## config.mk

```make
export PLATFORM = sky130hd
export DESIGN_NAME = clock_cpu_display
export DESIGN_NICKNAME = d
export VERILOG_FILES = /design/src/rtl/clock_cpu_display.sv
export SDC_FILE = /design/constraint.sdc
export NUM_CORES = 1
export LEC_CHECK = 0
export ABC_AREA = 1
export CAP_MARGIN = 20
export CORE_MARGIN = 5
export CORE_UTILIZATION = 50
export CTS_BUF_LIST = sky130_fd_sc_hd__clkbuf_8
export CTS_CLUSTER_DIAMETER = 50
export DETAILED_ROUTE_END_ITERATION = 12
export PLACE_DENSITY = 0.84
export SYNTH_ARGS = -nofsm -noshare
export SYNTH_HDL_FRONTEND = slang
export SYNTH_HIERARCHICAL = 1
export SYNTH_SLANG_ARGS = --single-unit
```

## constraint.sdc

```tcl
create_clock -name clk -period 2 [get_ports clk]
set_input_delay 0.5 -clock clk [delete_from_list [all_inputs] [get_ports clk]]
set_output_delay 0.5 -clock clk [all_outputs]
set_load 0.01 [all_outputs]
```

## src/rtl/clock_cpu_display.sv

```systemverilog
// Digital-clock controller: BCD time of day from a prescaled clock, a
// multiplexed 4-digit 7-segment display with colon, set buttons and a
// brightness PWM. It sits in the same socket as the microcontroller core,
// so the UART/debug pins exist but are inert.

// Per-button synchronizer plus rising-edge detector. One instance per button.
module clock_btn_sync (
  input  logic clk,
  input  logic rst,
  input  logic btn,
  output logic rise
);
  // [0],[1] = two-flop synchronizer, [2] = previous synchronized level.
  // The chain presets to all ones so that a button held through reset
  // reads as "already pressed" and cannot produce a spurious edge on release.
  logic [2:0] sync_pipe;

  // Shift the raw button level through the synchronizer.
  always_ff @(posedge clk or posedge rst)
    if (rst) sync_pipe <= '1;
    else     sync_pipe <= {sync_pipe[1:0], btn};

  assign rise = sync_pipe[1] & ~sync_pipe[2];
endmodule

module clock_cpu_display #(
  parameter int SEC_DIV = 1000,  // clk cycles per second tick, even, >= 4
  parameter int MUX_DIV = 16     // clk cycles per displayed digit, >= 1
) (
  input  logic        clk,
  input  logic        reset_in,
  output logic        debug,
  output logic        quit,
  input  logic [15:0] gpi,
  output logic [15:0] gpo,
  output logic        tx,
  input  logic        rx,
  output logic        pwm,
  output logic [6:0]  segments,
  output logic [3:0]  seg_select,
  output logic        seg_colon,
  output logic        seg_dot
);
  localparam int NUM_BTN = 3;
  localparam int PW      = $clog2(SEC_DIV);
  localparam int MW      = (MUX_DIV > 1) ? $clog2(MUX_DIV) : 1;

  // Time of day, each field two BCD digits.
  typedef struct packed {
    logic [7:0] hr;
    logic [7:0] mn;
    logic [7:0] sc;
  } tod_t;

  tod_t               tod, tod_n;
  logic [PW-1:0]      pre, pre_n;
  logic               tick;
  logic               sec_carry, min_carry;
  logic [MW-1:0]      mux_cnt;
  logic [1:0]         dsel;
  logic [3:0]         dig;
  logic [7:0]         pc;
  logic [NUM_BTN-1:0] btn_rise;

  // Two-digit BCD increment that wraps to 00 after max.
  function automatic logic [7:0] bcd_inc(input logic [7:0] v, input logic [7:0] max);
    logic [7:0] r;
    if (v == max)            r = 8'h00;
    else if (v[3:0] == 4'h9) r = {v[7:4] + 4'd1, 4'h0};
    else                     r = {v[7:4], v[3:0] + 4'd1};
    return r;
  endfunction

  // BCD digit to active-high segments, bit0 = a .. bit6 = g.
  function automatic logic [6:0] font(input logic [3:0] d);
    logic [6:0] f;
    case (d)
      4'd0:    f = 7'h3F;
      4'd1:    f = 7'h06;
      4'd2:    f = 7'h5B;
      4'd3:    f = 7'h4F;
      4'd4:    f = 7'h66;
      4'd5:    f = 7'h6D;
      4'd6:    f = 7'h7D;
      4'd7:    f = 7'h07;
      4'd8:    f = 7'h7F;
      4'd9:    f = 7'h6F;
      default: f = 7'h00;
    endcase
    return f;
  endfunction

  clock_btn_sync u_btn [NUM_BTN-1:0] (
    .clk  (clk),
    .rst  (reset_in),
    .btn  (gpi[NUM_BTN-1:0]),
    .rise (btn_rise)
  );

  assign tick      = (pre == PW'(SEC_DIV - 1));
  assign sec_carry = tick && (tod.sc == 8'h59);
  assign min_carry = sec_carry && (tod.mn == 8'h59);

  // Next time/prescaler: tick-driven counting first, then button edges
  // override only the field they touch. Carries are taken from the
  // pre-update values so a button never blocks a carry into another field.
  always_comb begin
    tod_n = tod;
    pre_n = tick ? '0 : pre + PW'(1);
    if (tick)        tod_n.sc = bcd_inc(tod.sc, 8'h59);
    if (sec_carry)   tod_n.mn = bcd_inc(tod.mn, 8'h59);
    if (min_carry)   tod_n.hr = bcd_inc(tod.hr, 8'h23);
    if (btn_rise[0]) tod_n.mn = bcd_inc(tod.mn, 8'h59);
    if (btn_rise[1]) tod_n.hr = bcd_inc(tod.hr, 8'h23);
    if (btn_rise[2]) begin
      tod_n.sc = 8'h00;
      pre_n    = '0;
    end
  end

  // Time-of-day and prescaler registers.
  always_ff @(posedge clk or posedge reset_in)
    if (reset_in) begin
      tod <= '0;
      pre <= '0;
    end else begin
      tod <= tod_n;
      pre <= pre_n;
    end

  // Digit scan: hold each digit for MUX_DIV cycles, then advance 0..3.
  always_ff @(posedge clk or posedge reset_in)
    if (reset_in) begin
      mux_cnt <= '0;
      dsel    <= '0;
    end else if (mux_cnt == MW'(MUX_DIV - 1)) begin
      mux_cnt <= '0;
      dsel    <= dsel + 2'd1;
    end else begin
      mux_cnt <= mux_cnt + MW'(1);
    end

  // Free-running PWM phase counter.
  always_ff @(posedge clk or posedge reset_in)
    if (reset_in) pc <= '0;
    else          pc <= pc + 8'd1;

  // BCD digit shown at the current scan position (3 = hour tens).
  always_comb begin
    dig = 4'h0;
    case (dsel)
      2'd0: dig = tod.mn[3:0];
      2'd1: dig = tod.mn[7:4];
      2'd2: dig = tod.hr[3:0];
      2'd3: dig = tod.hr[7:4];
      default: dig = 4'h0;
    endcase
  end

  // Registered display, status and PWM outputs, all sampled from current state.
  always_ff @(posedge clk or posedge reset_in)
    if (reset_in) begin
      seg_select <= '0;
      segments   <= '0;
      seg_colon  <= 1'b0;
      seg_dot    <= 1'b0;
      debug      <= 1'b0;
      pwm        <= 1'b0;
    end else begin
      seg_select <= 4'b0001 << dsel;
      segments   <= font(dig);
      seg_colon  <= (pre < PW'(SEC_DIV / 2));
      // Dot sits between hours and minutes; blinks with odd seconds.
      seg_dot    <= (dsel == 2'd2) && tod.sc[0];
      debug      <= tick;
      pwm        <= (pc >= gpi[15:8]);
    end

  assign gpo  = {tod.hr, tod.mn};
  assign tx   = 1'b1;
  assign quit = 1'b0;

  logic unused_ok;
  assign unused_ok = ^{rx, gpi[7:NUM_BTN]};
endmodule

```

==> key figures <==
Clock tree
  • Clock-pin slew reported for the worst setup and hold paths after clock tree synthesis: 0.08 ns
  • Number of sinks on the clock net: 72
  • CTS tree: built
  • Skew-Pair Late Insertion Delay: 0.34 ns
  • TritonCTS buffer count: 9
  • Clock root buffer: clkbuf_8
  • Buffers from clock root to sink, at most: 2
  • Number of buffers inserted for hold repair after clock tree synthesis: 0
  • H-tree levels: 3

Cells and area
  • Final net count: 545
  • ANT cells: 0
  • Area overhead of the layout relative to synthesis: 17.4%
  • Share of post-route cells with drive strength above 1: 12.2%
  • Post-route design area: 0.00460 mm2

Power and ir drop
  • Total internal power: 2.60 mW
  • Clock share of power: 30.0%
  • Sequential share of power: 47.1%
  • Fraction of power spent switching nets: 31.3%
  • Pwr Density: 824 mW/mm2
  • Switch Pwr: 1.19 mW
  • Combinational power share: 22.8%
  • Maximum VDD drop: 401 uV
  • Leakage power of the design: 2.31 nW

Yosys
  • Synthesized flop and latch total: 72
  • Leading cell type by number of instances after synthesis: nand2_1
  • Commonest cells post-synth: nand2_1 (93), inv_1 (72), dfrtp_1 (63)
  • Syn avg cell area: 8.66 um2
  • Share of flip-flops with an asynchronous set or reset: 100%
  • Portion of synthesized cell area occupied by the leading cell type: 40.3%
  • Synthesized net count: 504
  • Synth area leader: dfrtp_1
  • Number of synthesis warnings: 6
  • Mapped Area: 0.00392 mm2
  • Post-synth cell types: 35
  • Post-synthesis cell count: 452
  • Post-synth EDFFs: 0
  • Largest cells by area after synthesis: dfrtp_1 (40%), ha_1 (11%), nand2_1 (8.9%)
  • Proportion of synthesized chip area in sequential cells: 46.3%
  • Prevailing post-synth register cell: dfrtp_1

Placement
  • Total of buffers placed on input and output ports: 43
  • Post-DP HPWL: 5250 um
  • Gp weighted congestion: 0.847
  • Instance area after placement: 0.00437 mm2

Setup path
  • Total number of cells along the worst setup path: 1
  • Family of cells with the greatest summed delay on the critical path: buffers and inverters
  • Crit start category: flop
  • Worst Path Required: 1.50 ns
  • Type of the setup path with the least slack: flop to primary output
  • Delay contributed by the slowest stage of the critical path: 0.59 ns
  • Critical path arrival: 1.40 ns
  • Buffers and inverters on the worst path: 1
  • Slowest cell on the critical path: clkdlybuf4s50_1
  • Critical path, cell by cell: clkdlybuf4s50_1
  • Worst R2R Path Depth: 11
  • Max Fanout on Critical Path: 6
  • Type of destination of the critical path: primary output

GRT
  • Number of antenna violations at the first check in global routing: 0
  • Total Routing Usage GR: 15.6%
  • Pin count of the biggest net entering global routing: 64
  • Wire length of the first global-routing pass: 12,600 um
  • Number of global-route vias before repair: 2,873
  • Total gr overflow: 0

Routing
  • Antenna-violating nets left: 0
  • Detailed-route wire length per cell: 11.9 um
  • Detailed-routing iteration count for the pre-antenna-repair pass: 4
  • DRC violation total after the first TritonRoute iteration: 130
  • DRC: 0
  • DR vias/cell: 4.92
  • Total detailed-routing wirelength: 7120 um
  • Vias: 2,954

STA
  • Shortest period the worst path allows: 1.90 ns
  • Final setup violation count: 0
  • Top achievable clock speed: 528 MHz
  • Final Cycle Share: 94.8%
  • Worst Hold Margin: 0.358 ns
  • Worst clock skew: 0.00903 ns
  • Max-slew violation count: 0
  • Final hold vios: 0

Die
  • Effective utilization at floorplan: 50.9%
  • Core Region: 0.00769 mm2
  • Number of top-level pins: 52
  • Overall die area: 0.00970 mm2
  • DIE HEIGHT: 98.5 um
  • Width of the die: 98.5 um
  • Number of placement rows: 32

Status
  • Outcome: completed

Hold path
  • Classification of the worst-slack hold path: flop to flop
  • Worst Hold Path Cells: 0

Job
  • Max cap viols: 0
sequential cells by signal, summed over array words and instances (netlist names), 2 cells and up:
name             flops
gpo                 16
segments             7
u_btn/sync_pipe      9
pc                   8
pre                 10
dsel                 2
seg_select           4
mux_cnt              4
tod                  8
power by group through the flow:
stage / combinational (mW) / sequential, mW / clock [mW]
2_1_floorplan: 0.609 / 1.78 / 0
3_5_place_dp: 0.852 / 1.81 / 0
5_1_grt: 0.984 / 1.81 / 1.23
3_3_place_gp: 0.811 / 1.79 / 0
4_1_cts: 0.861 / 1.78 / 1.16
6_report: 0.866 / 1.79 / 1.14
layer usage:
| layer | routed length (um) | up-vias | global-route usage [%] |
|---|---|---|---|
| li1 | - | 1478 | - |
| met5 | 0 | - | 0 |
| met2 | 3610 | 66 | 26.3 |
| met4 | 145 | 0 | 7.14 |
| met1 | 3030 | 1396 | 19.1 |
| met3 | 324 | 14 | 3.54 |
through the flow:
step | setup WS (ns) | utilization, % | total power [mW] | std cells | setup TNS [ns]
3_5_place_dp | -0.0702 | 56.9 | 2.66 | 582 | -0.192
4_1_cts | 0.0122 | 59.5 | 3.80 | 598 | 0
2_1_floorplan | 0.207 | - | 2.38 | 452 | 0
6_report | 0.105 | 59.8 | 3.79 | 600 | 0
5_1_grt | -0.0168 | 59.8 | 4.03 | 600 | -0.0170
3_3_place_gp | 0.0914 | 56.9 | 2.61 | 582 | 0
logic make-up after synthesis:
| logic type | after synthesis | share of synthesized area, % |
|---|---|---|
| and+or+nand+nor | 190 | 22.0 |
| buffers and inverters | 95 | 11.2 |
| AOI/OAI and AO/OA | 44 | 6.13 |
| other | 2 | 0.192 |
| adders and majority gates | 33 | 10.5 |
| DFF | 72 | 46.3 |
| xor gates and xnor gates | 16 | 3.58 |
cell usage in the layout, fill, tap and decap left out, types with 3 or more instances in the layout:
| cell type | n |
|---|---|
| ha_1 | 32 |
| a21oi_1 | 12 |
| dfstp_2 | 9 |
| clkdlybuf4s50_1 | 43 |
| nor2_1 | 32 |
| nand2_2 | 4 |
| o21ai_1 | 11 |
| nor2_2 | 6 |
| clkbuf_8 | 9 |
| inv_2 | 5 |
| nand2_1 | 93 |
| o21ai_0 | 11 |
| inv_1 | 68 |
| nor3_1 | 10 |
| dfrtp_1 | 62 |
| nand3_1 | 35 |
| clkinvlp_4 | 3 |
| xor2_1 | 13 |
| xnor2_1 | 3 |
| buf_4 | 7 |
worst paths after layout:
| kind | startpoint | end | slack (ns) |
|---|---|---|---|
| worst max-delay path | gpo[11]$_DFFE_PP0P_ | gpo[11] | 0.10 |
| min in group asynchronous | reset_in | u_btn[2]/sync_pipe[0]$_DFF_PP1_ | 0.64 |
| worst max register to register | dsel[1]$_DFFE_PP0N_ | segments[3]$_DFF_PP0_ | 0.17 |
| worst min register to register | u_btn[1]/sync_pipe[0]$_DFF_PP1_ | u_btn[1]/sync_pipe[1]$_DFF_PP1_ | 0.36 |
| max in group asynchronous | reset_in | gpo[8]$_DFFE_PP0P_ | 1.05 |
| worst min-delay path | u_btn[1]/sync_pipe[0]$_DFF_PP1_ | u_btn[1]/sync_pipe[1]$_DFF_PP1_ | 0.36 |
area by class of cell:
cell class,count,area [um2]
clock buffer,9,124
clock inverter,7,72.6
fill,626,3090
inverter,74,282
multi-input combinational,285,1680
sequential,72,1810
tap,102,128
timing repair buffer,51,503
repair_timing:
action / 4_1_cts / 5_1_grt
gates resized for setup: 1 / 10
setup buffers: 0 / 2
setup endpoints to repair: 4 / 8
pin swaps: 0 / 1
No activity file was read; power rests on OpenSTA's default activity.
